--- src/rtl/frl_ckpt_ctrl_pkg.sv ---
// Shared sizing and types for the FRL branch-checkpoint controller.
// FRL is a 16-entry FIFO; pointers carry one extra wrap bit.
package frl_ckpt_ctrl_pkg;

  localparam int FRL_DEPTH   = 16;
  localparam int FRL_PTR_W   = 5;
  localparam int NUM_BR_CKPT = 4;
  localparam int BR_TAG_W    = 2;

  typedef logic [BR_TAG_W-1:0]  br_tag_t;
  typedef logic [FRL_PTR_W-1:0] frl_ptr_t;

  // Restore sequencer: IDLE, or driving the one-cycle pointer restore/flush.
  typedef enum logic {
    RS_IDLE    = 1'b0,
    RS_RESTORE = 1'b1
  } restore_state_e;

endpackage

--- src/rtl/frl_ckpt_ctrl_prio_enc_lsb.sv ---
// Lowest-set-bit priority encoder: one-hot and binary index of the first
// requesting bit, plus an any-request flag.
module frl_ckpt_ctrl_prio_enc_lsb #(
  parameter int W     = 4,
  parameter int IDX_W = 2
) (
  input  logic [W-1:0]     req_i,
  output logic [W-1:0]     gnt_oh_o,
  output logic [IDX_W-1:0] gnt_idx_o,
  output logic             any_o
);

  // Scanning from the top down lets the lowest requester be the last write.
  always_comb begin
    gnt_oh_o  = '0;
    gnt_idx_o = '0;
    any_o     = |req_i;
    for (int i = W - 1; i >= 0; i--) begin
      if (req_i[i]) begin
        gnt_oh_o    = '0;
        gnt_oh_o[i] = 1'b1;
        gnt_idx_o   = IDX_W'(i);
      end
    end
  end

endmodule

--- src/rtl/frl_ckpt_ctrl.sv ---
// Branch-checkpoint controller for the FRL read side: snapshots the read
// pointer per branch and restores it plus a kill mask on mispredict.
module frl_ckpt_ctrl
  import frl_ckpt_ctrl_pkg::*;
#(
  parameter int NUM_CKPT = NUM_BR_CKPT,
  parameter int TAG_W    = BR_TAG_W,
  parameter int PTR_W    = FRL_PTR_W
) (
  input  logic                clk,
  input  logic                reset,
  input  logic                br_disp_valid,
  output logic                br_disp_ready,
  output logic [TAG_W-1:0]    br_disp_tag,
  input  logic [PTR_W-1:0]    frl_r_ptr,
  input  logic                br_res_valid,
  input  logic [TAG_W-1:0]    br_res_tag,
  input  logic                br_res_mispred,
  output logic                frl_chg_r_ptr_en,
  output logic [PTR_W-1:0]    frl_chg_r_ptr_val,
  output logic                flush_valid,
  output logic [NUM_CKPT-1:0] flush_mask,
  output logic [NUM_CKPT-1:0] ckpt_valid,
  output logic                disp_stall
);

  logic [NUM_CKPT-1:0] valid_q, valid_d;
  logic [PTR_W-1:0]    ptr_q   [NUM_CKPT];
  logic [NUM_CKPT-1:0] older_q [NUM_CKPT];
  logic [NUM_CKPT-1:0] older_d [NUM_CKPT];

  restore_state_e      state_q;
  logic [PTR_W-1:0]    chg_val_q;
  logic [NUM_CKPT-1:0] flush_mask_q;

  logic [NUM_CKPT-1:0] free;
  logic [NUM_CKPT-1:0] alloc_oh;
  logic [TAG_W-1:0]    alloc_idx;
  logic                any_free;

  logic                res_hit, ok_hit, mis_hit, mis_any, restoring, fire;
  logic [NUM_CKPT-1:0] res_oh, kill, clr_mask;

  // Free is taken from the pre-update valid, so a slot released this cycle
  // only becomes grantable next cycle.
  assign free = ~valid_q;

  frl_ckpt_ctrl_prio_enc_lsb #(
    .W     (NUM_CKPT),
    .IDX_W (TAG_W)
  ) u_grant (
    .req_i     (free),
    .gnt_oh_o  (alloc_oh),
    .gnt_idx_o (alloc_idx),
    .any_o     (any_free)
  );

  assign restoring = (state_q == RS_RESTORE);
  assign res_hit   = br_res_valid && valid_q[br_res_tag];
  assign ok_hit    = res_hit && !br_res_mispred;
  assign mis_hit   = res_hit && br_res_mispred;
  assign mis_any   = br_res_valid && br_res_mispred;

  // Dispatch handshake: a branch is allocated exactly on a cycle where
  // br_disp_valid && br_disp_ready; br_disp_tag is the granted tag then and
  // meaningless otherwise. Ready does not depend on valid.
  assign br_disp_ready = any_free && !mis_any && !restoring;
  assign br_disp_tag   = alloc_idx;
  assign fire          = br_disp_valid && br_disp_ready;

  // Kill = mispredicted slot plus every live slot that saw it as older.
  always_comb begin
    res_oh             = '0;
    res_oh[br_res_tag] = 1'b1;
    kill               = res_oh;
    for (int j = 0; j < NUM_CKPT; j++) begin
      if (valid_q[j] && older_q[j][br_res_tag]) kill[j] = 1'b1;
    end
    clr_mask = '0;
    if (mis_hit)     clr_mask = kill;
    else if (ok_hit) clr_mask = res_oh;
  end

  always_comb begin
    valid_d = (valid_q & ~clr_mask) | (fire ? alloc_oh : '0);
    for (int j = 0; j < NUM_CKPT; j++) begin
      if (fire && alloc_oh[j]) older_d[j] = valid_q & ~clr_mask;
      else                     older_d[j] = older_q[j] & ~clr_mask;
    end
  end

  always_ff @(posedge clk) begin
    if (reset) begin
      valid_q      <= '0;
      state_q      <= RS_IDLE;
      chg_val_q    <= '0;
      flush_mask_q <= '0;
      for (int j = 0; j < NUM_CKPT; j++) begin
        ptr_q[j]   <= '0;
        older_q[j] <= '0;
      end
    end else begin
      valid_q <= valid_d;
      for (int j = 0; j < NUM_CKPT; j++) older_q[j] <= older_d[j];
      if (fire) ptr_q[alloc_idx] <= frl_r_ptr;

      // A mispredict arriving during a restore simply re-arms the restore.
      case (state_q)
        RS_IDLE, RS_RESTORE: begin
          if (mis_hit) begin
            state_q      <= RS_RESTORE;
            chg_val_q    <= ptr_q[br_res_tag];
            flush_mask_q <= kill;
          end else begin
            state_q      <= RS_IDLE;
            chg_val_q    <= '0;
            flush_mask_q <= '0;
          end
        end
        default: begin
          state_q      <= RS_IDLE;
          chg_val_q    <= '0;
          flush_mask_q <= '0;
        end
      endcase
    end
  end

  assign frl_chg_r_ptr_en  = restoring;
  assign frl_chg_r_ptr_val = chg_val_q;
  assign flush_valid       = restoring;
  assign flush_mask        = flush_mask_q;
  assign ckpt_valid        = valid_q;
  // Stall on the wrong-path cycle and on the restore cycle, where the FRL
  // prioritises the pointer change over a pop.
  assign disp_stall        = mis_hit || restoring;

endmodule

--- config.mk ---
export PLATFORM = sky130hd
export DESIGN_NAME = frl_ckpt_ctrl
export DESIGN_NICKNAME = d
export VERILOG_FILES = /design/src/rtl/frl_ckpt_ctrl_pkg.sv /design/src/rtl/frl_ckpt_ctrl_prio_enc_lsb.sv /design/src/rtl/frl_ckpt_ctrl.sv
export SDC_FILE = /design/constraint.sdc
export NUM_CORES = 1
export LEC_CHECK = 0
export ABC_AREA = 0
export BUFFER_PORTS_ARGS = -buffer_cell sky130_fd_sc_hd__buf_2
export CAP_MARGIN = 20
export CORE_ASPECT_RATIO = 0.5
export CORE_MARGIN = 5
export CORE_UTILIZATION = 25
export DETAILED_ROUTE_END_ITERATION = 8
export HOLD_SLACK_MARGIN = 0.03
export PLACE_DENSITY = 0.44
export SLEW_MARGIN = 20
export SYNTH_ARGS = -nofsm -noshare
export SYNTH_HDL_FRONTEND = slang
export SYNTH_SLANG_ARGS = --single-unit
export TNS_END_PERCENT = 20
--- constraint.sdc ---
create_clock -name clk -period 2.4 [get_ports clk]
set_clock_uncertainty 0.1 [all_clocks]
set_input_delay 0.48 -clock clk [delete_from_list [all_inputs] [get_ports clk]]
set_output_delay 0.48 -clock clk [all_outputs]
set_load 0.01 [all_outputs]
; After elaboration in Yosys (flattened, before gate mapping)
; Memory sizes are Yosys's and may differ from the RTL's. A register that Yosys moved wholly into a read port is not among the register bits.
; Cells that the tools add are included.
[totals]
romBits = 0
latchBits = 0
input_bits = 12
word_cells = 88
mem_bits_rw = 36
reg_bits = 9
n_memories = 2
[mem_list]
columns = name, depth, word_bits, read_ports, rd_ports_with_merged_regs, write_ports, line
row1 = ptr_q, 4, 5, 1, 1, 4, frl_ckpt_ctrl.sv:28  ; logic [PTR_W-1:0] ptr_q [NUM_CKPT];
row2 = older_q, 4, 4, 4, 0, 4, frl_ckpt_ctrl.sv:29  ; logic [NUM_CKPT-1:0] older_q [NUM_CKPT];
[op_classes]
magnitude_cmp = 2
n_div = 0
reduce_logical = 23
n_eq_ne = 0
n_bitwise = 13
add_sub_neg = 0
muxes = 45
multipliers = 0
n_shift = 0
[op_table]
columns = cell, count
row1 = 4-bit 2-to-1 mux, 15
row2 = 4-bit AND, 5
row3 = 1-bit 2-to-1 mux, 18
row4 = 1-bit logical AND, 16
row5 = 1-bit binary-select mux with 2-bit select, 5
row6 = 2-bit 2-to-1 mux, 5
row7 = 4-bit NOT, 2
row8 = 5-bit 2-to-1 mux, 1
row9 = 5-bit OR reduction, 1
row10 = 1-bit bitwise OR, 4
row11 = 4-bit bitwise OR, 1
row12 = 4-bit OR reduction, 1
row13 = 1-bit logical NOT, 3
row14 = 2-bit by 3-bit less-than comparator with 1-bit output (second input constant), 1
row15 = 1-bit demux with 2-bit select, 1
row16 = 2-bit by 1-bit greater-or-equal comparator with 1-bit output (second input constant), 1
row17 = 2-bit OR reduction, 1
row18 = 1-bit logical OR, 1
row19 = 1-bit NOT, 1

; Logic depth before layout (Yosys ltp)
; Gate-level depths: netlist of run 1.
[logic_depth]
ltp_word = 10
mapped_depth = 5
depth_no_buf = 4

; Cells and area by module
; A second synthesis of run 1 with hierarchy kept.
[hier_totals]
cells_unflattened = 208
area_unflattened_um2 = 2273.4
[by_module_without_submodules]
columns = mod, cells_each, instances, seq_area_each_um2, area_each_um2
row1 = frl_ckpt_ctrl, 198, 1, 1121.1, 2214.6
row2 = frl_ckpt_ctrl_prio_enc_lsb, 10, 1, 0.0, 58.8

; Worst setup path after synthesis of run 1
; OpenSTA, ideal clock, no wires.
[synth_timing]
path_type = input port to flip-flop
from = in br_res_mispred
to = mem ptr_q[0][0] (netlist bit) (enable)
cell_stages = 4
setup_ps = 374
n_path_buf = 1
t_arrival_ps = 1508
slack_ps = 418
required_time_ps = 1926
path_cell_list = and2_1 buf_2 or2_1 o21ai_0
[synth_lines]
columns = item, line
row1 = from (decl), frl_ckpt_ctrl.sv:18  ; input logic br_res_mispred,
row2 = to (decl), frl_ckpt_ctrl.sv:28

; Worst setup path after layout of run 1
[layout_timing]
from = reg valid_q[0] (netlist: ckpt_valid[0])
to = out disp_stall
[layout_between]
elab_chain_cells = 5
[layout_rtl]
columns = item, line
row1 = from (decl), frl_ckpt_ctrl.sv:27  ; logic [NUM_CKPT-1:0] valid_q, valid_d;
row2 = from (signal assigned), frl_ckpt_ctrl.sv:103  ; valid_q <= valid_d;
row3 = 1-bit binary-select mux with 2-bit select, frl_ckpt_ctrl.sv:59  ; assign res_hit = br_res_valid && valid_q[br_res_tag];
row4 = 1-bit 2-to-1 mux (not written as such), frl_ckpt_ctrl.sv:59
row5 = 1-bit logical AND, frl_ckpt_ctrl.sv:59
row6 = 1-bit logical AND, frl_ckpt_ctrl.sv:61  ; assign mis_hit = res_hit && br_res_mispred;
row7 = 1-bit logical OR, frl_ckpt_ctrl.sv:136  ; assign disp_stall = mis_hit || restoring;
row8 = to (decl), frl_ckpt_ctrl.sv:24  ; output logic disp_stall
; Every way passes these cells. The select of a mux whose other input is x is not followed.

==> results of run 1 <==
[Yosys cell counts (2+ instances only)]
| library cell | count | area [um^2] |
|---|---|---|
| a21boi_0 | 2 | 15.0 |
| a21boi_1 | 2 | 15.0 |
| a21o_1 | 3 | 22.5 |
| a21oi_1 | 10 | 50.1 |
| a31oi_1 | 3 | 18.8 |
| and2_1 | 22 | 138 |
| buf_1 | 2 | 7.51 |
| buf_2 | 4 | 20.0 |
| clkbuf_1 | 4 | 15.0 |
| dfxtp_1 | 26 | 521 |
| edfxtp_1 | 20 | 601 |
| inv_1 | 4 | 15.0 |
| mux2i_1 | 5 | 50.1 |
| mux4_1 | 3 | 78.8 |
| mux4_2 | 3 | 67.6 |
| nand2_1 | 11 | 41.3 |
| nand2b_1 | 5 | 31.3 |
| nand3_1 | 5 | 25.0 |
| nor2_1 | 11 | 41.3 |
| nor2b_1 | 6 | 37.5 |
| nor3_1 | 6 | 30.0 |
| nor3b_1 | 2 | 15.0 |
| nor4_2 | 3 | 37.5 |
| o21a_1 | 5 | 37.5 |
| o21ai_0 | 3 | 15.0 |
| o31ai_4 | 2 | 42.5 |
| or2_2 | 3 | 18.8 |
[cells by family (layout without fill, tap and decap cells)]
| logic type | count (synthesis) | in the layout | share of synthesized area (%) |
|---|---|---|---|
| mux | 11 | 11 | 9.18 |
| simple gates | 81 | 81 | 22.5 |
| compound gates | 35 | 35 | 12.3 |
| flops | 46 | 46 | 52.4 |
| buf+inv | 16 | 56 | 3.57 |
[sequential cells by signal (all words and copies together) (netlist names)]
register / cells
frl_chg_r_ptr_val: 5
flush_valid: 1
older_q: 12
ckpt_valid: 4
flush_mask: 4
ptr_q: 20
[metrics by stage]
stage	area [um^2]	hold slack [ns]	cells	worst slack (ns)
after detailed placement	2470	0.344	333	0.105
after floorplan	2140	0.325	189	0.418
after global placement	2470	0.346	333	0.255
final	2620	0.344	341	0.179
after CTS	2620	0.337	341	0.175
after global routing	2620	0.373	341	0.119
[final timing paths]
kind                 start            end  slack [ns]  cells after the start
min reg2reg  older_q[1][0]  older_q[1][0]        0.36                      2
max reg2reg  ckpt_valid[0]    ptr_q[2][0]        0.44                      3
min           br_res_valid  ckpt_valid[3]        0.34                      2
max          ckpt_valid[0]     disp_stall        0.18                      3
[metal layers]
metal	share of wire [%]	global-route usage [%]	routed length, um	up-vias
li1	-	-	-	756
met1	48	14.0	2640	754
met2	48	19.0	2650	20
met3	2.9	2.32	161	2
met4	0.64	2.79	35	0
met5	0	0	0	-
[power groups by stage]
stage	clock (uW)	combinational, uW	sequential [uW]
3_5_place_dp	0	204	900
4_1_cts	725	204	882
2_1_floorplan	0	139	885
5_1_grt	755	220	887
6_report	707	201	882
3_3_place_gp	0	204	900
[area by class of cell]
type | count | area [um^2]
tap | 112 | 140
clock buffer | 5 | 125
multi-input combinational | 127 | 942
inverter | 4 | 15.0
fill | 863 | 5550
timing repair buffer | 44 | 255
clock inverter | 3 | 25.0
sequential | 46 | 1120
[critical path, delay by kind of cell, from the launching register on]
| kind | cells | cell delay, ns |
|---|---|---|
| compound gates | 1 | 0.21 |
| buf+inv | 1 | 0.13 |
| flops | 1 | 0.43 |
| mux | 1 | 0.59 |
==> results.ini, run 1 <==
[pwr]
power_density_nw_per_um2 = 682
total_power_uw = 1790
switchingPower_uw = 456
seqPwrFrac_pct = 49.2
ir_worst_vdd_mv = 0.264
power_switching_share_pct = 25.5
p_comb_share_pct = 11.3
power.leakage_uw = 0.00105
internal-power_uw = 1330
clock_power_share_pct = 39.5

[hold_path]
worstHoldPathType = primary input to flip-flop

[clock_network]
worst_skew_pair.late_latency_ns = 0.28
cts_buffers = 5
cts_resized = 0
htree_levels = 2
cts_tree = done
clkTransAtPathRegs_ns = 0.07
postCtsHoldBufs = 0
cts_num_sinks = 46
cts_setup_buffers = 0
cts-root-buf = clkbuf_16
cts_buffer_depth = 2

[yosys]
synth_edf_count = 20
yosys_most_used_dff = dfxtp_1
ys_ff_latch = 46
yosysUniqueCellTypes = 41
yosysWarnings = 0
postSynthCellCount = 189
ys_seq_area_share_pct = 52.4
synthArstFlopShare_pct = 0
syn_area_per_cell_um2 = 11.3
syn_nets = 201
syn-cell-area_um2 = 2140

[timing]
slew_violations = 0
worstMarginPinSlew_ns = 0.494
fin_crit_ns = 2.22
hold_viol = 0
period_share_pct = 92.5
setup_viol = 0
fmax_mhz = 450
slew-limit-headroom_pct = 66.8
rsz0062_at_grt = no
setup_tns_ns = 0

[global_routing]
grt_overflow = 0
grt_max_degree = 18
grt_pass1_vias = 1554
grt_pass1_wl_mm = 8.77
grt_antenna_before_repair = 0
track_usage_pct = 10.9

[flow_run]
maxCapViolations = 0

[critical_path]
cp.required_ns = 1.82
crit_arrival_ns = 1.64
critPathMaxFanout = 11
crit_type = flip-flop to output port
start_kind = flip-flop
slowest_delay_ns = 0.59
end_kind = output port
cpMaxStageDelayCell = mux4_2
crit_chain = mux4_2, a21o_1, buf_2

[route]
wl_mm = 5.49
vias_per_cell = 4.49
first_pass_iters = 4
drc = 0
drt_iter0_markers = 94
ant_nets = 0
num_vias = 1532
detail_route.wl_per_cell_um = 16.1

[die]
row_count = 23
io_pins = 31
die_w_um = 141
coreArea_um2 = 8170
fp.dieArea_um2 = 10600
start_util_pct = 26.2
die_h_um = 75.4

[placement]
hpwl_mm = 3.94
gp_congestion = 0.763
port_buffers = 30

[cells_and_area]
final_nets = 240
synthToLayoutAreaGrowth_pct = 22.6
n_antenna_cell = 0
layout_commonest_cell = buf_2
final_cell_mix = buf_2, dfxtp_1, and2_1, edfxtp_1, buf_4
fin_util_pct = 32.1
drive_gt1_share_pct = 28.8

[run_status]
status = completed

Power figures use the tool's default switching activity.
==> run 2: changes to the inputs <==
--- a/config.mk
+++ b/config.mk
@@ -13,7 +13,7 @@
 export CORE_UTILIZATION = 25
 export DETAILED_ROUTE_END_ITERATION = 8
 export HOLD_SLACK_MARGIN = 0.03
-export PLACE_DENSITY = 0.44
+export PLACE_DENSITY = 0.46
 export SLEW_MARGIN = 20
 export SYNTH_ARGS = -nofsm -noshare
 export SYNTH_HDL_FRONTEND = slang
==> run 2 against run 1 <==
Against the previous run: sequential share of layout area up 0.18 points; fmax is essentially flat; non-clock buffer count fell by 1; cell count down 0.29%; register-to-register slack gained 0.09 ns; largest power group unchanged.
==> results.ini, run 2 (synthesis results as in run 1) <==
[run_status]
status = completed

[cells_and_area]
fin_util_pct = 32.0
layout_commonest_cell = buf_2
synthToLayoutAreaGrowth_pct = 22.1
final_nets = 239
fill_cells = 853
largest_reg_flops = 20
final_cell_mix = buf_2, dfxtp_1, and2_1, edfxtp_1, buf_4
n_antenna_cell = 0
regMostFlops = ptr_q
regArea_um2 = 1120
multi_input_area_um2 = 942
drive_gt1_share_pct = 28.5

[clock_network]
clkTransAtPathRegs_ns = 0.06
cts_setup_buffers = 0
cts_num_sinks = 46
cts_buffers = 5
cts_buffer_depth = 2
htree_levels = 2
postCtsHoldBufs = 0
worst_skew_pair.late_latency_ns = 0.29
cts_tree = done
cts_resized = 0
cts-root-buf = clkbuf_16

[timing]
fin_crit_ns = 2.22
worstMarginPinSlew_ns = 0.505
setup_viol = 0
slew_violations = 0
rsz0062_at_grt = no
slew-limit-headroom_pct = 66.0
period_share_pct = 92.6
setup_tns_ns = 0
fmax_mhz = 450
hold_viol = 0

[route]
num_vias = 1503
drc = 0
wl_mm = 5.03
detail_route.wl_per_cell_um = 14.8
drt_iter0_markers = 116
vias_per_cell = 4.42
ant_nets = 0
first_pass_iters = 4

[critical_path]
critPathMaxFanout = 11
reg2reg_from = ckpt_valid[0]
rrSetupSlack_ns = 0.53
crit_arrival_ns = 1.64
crit_type = flip-flop to output port
start_kind = flip-flop
end_kind = output port
worst_r2r_path_depth = 4
r2r-end = older_q[2][3]
cp.required_ns = 1.82

[pwr]
p_comb_share_pct = 11.1
switchingPower_uw = 435
ir_worst_vdd_mv = 0.306
power_density_nw_per_um2 = 675
clock_power_share_pct = 38.9
power_switching_share_pct = 24.7
internal-power_uw = 1330
power.leakage_uw = 0.00105
seqPwrFrac_pct = 50.0
total_power_uw = 1760

[placement]
port_buffers = 30
hpwl_mm = 3.70
gp_congestion = 0.752

[die]
die_w_um = 141
coreArea_um2 = 8170
row_count = 23
die_h_um = 75.4
start_util_pct = 26.2
fp.dieArea_um2 = 10600
io_pins = 31

[hold_path]
min-delay-start = older_q[1][0]
holdPathEnd = older_q[1][0]
worstHoldPathType = flip-flop to flip-flop
min_path_cells = 2

[global_routing]
grt_antenna_before_repair = 0
grt_pass1_vias = 1446
grt_max_degree = 22
grt_overflow = 0
grt_pass1_wl_mm = 8.05
track_usage_pct = 10.0

[flow_run]
maxCapViolations = 0

[run 2: cell count changes in the layout (fill, tap and decap cells not counted)]
cell      delta
buf_4        -1
clkinv_2     +1
inv_6        -1
[run 2: critical path: stages (launching register included)]
cell and delay (ns):
dfxtp_1 0.42, mux4_2 0.60, a21o_1 0.21, buf_2 0.13
[run 2: worst max path at each step]
stage / startpoint / endpoint / slack (ns) / depth (start not counted)
floorplan: br_res_mispred / ptr_q[0][0] / 0.42 / 4
global placement: br_res_tag[0] / disp_stall / 0.30 / 4
detailed placement: br_res_tag[0] / disp_stall / 0.29 / 4
CTS: ckpt_valid[0] / disp_stall / 0.15 / 3
global route: ckpt_valid[0] / disp_stall / 0.10 / 3
finish: ckpt_valid[0] / disp_stall / 0.18 / 3
[run 2: cell type report]
| class | count | area share [%] |
|---|---|---|
| Tap cell | 112 | 5.36 |
| Timing Repair Buffer | 43 | 9.48 |
| Multi-Input combinational cell | 127 | 36.1 |
| Sequential cell | 46 | 42.9 |
| Clock buffer | 5 | 4.79 |
| Clock inverter | 3 | 0.814 |
| Inverter | 4 | 0.575 |
[run 2: per-layer routing]
metal / share of wire [%] / track usage [%] / up-vias
met1: 48 / 12.9 / 719
li1: - / - / 755
met3: 3.7 / 2.70 / 7
met2: 46 / 16.4 / 22
met4: 1.9 / 4.08 / 0
met5: 0 / 0 / -
[run 2: power groups by stage]
stage	clock network, uW	logic, uW	registers, uW
finish	686	196	881
global route	738	215	886
detailed placement	0	200	899
floorplan	0	139	885
global placement	0	200	898
CTS	706	200	881
[run 2: metrics by stage]
step	area (um^2)	worst slack, ns	std cells	hold slack, ns
floorplan	2140	0.418	189	0.325
global placement	2470	0.302	332	0.348
detailed placement	2470	0.290	332	0.346
CTS	2610	0.152	340	0.356
global route	2610	0.104	340	0.368
finish	2610	0.178	340	0.352
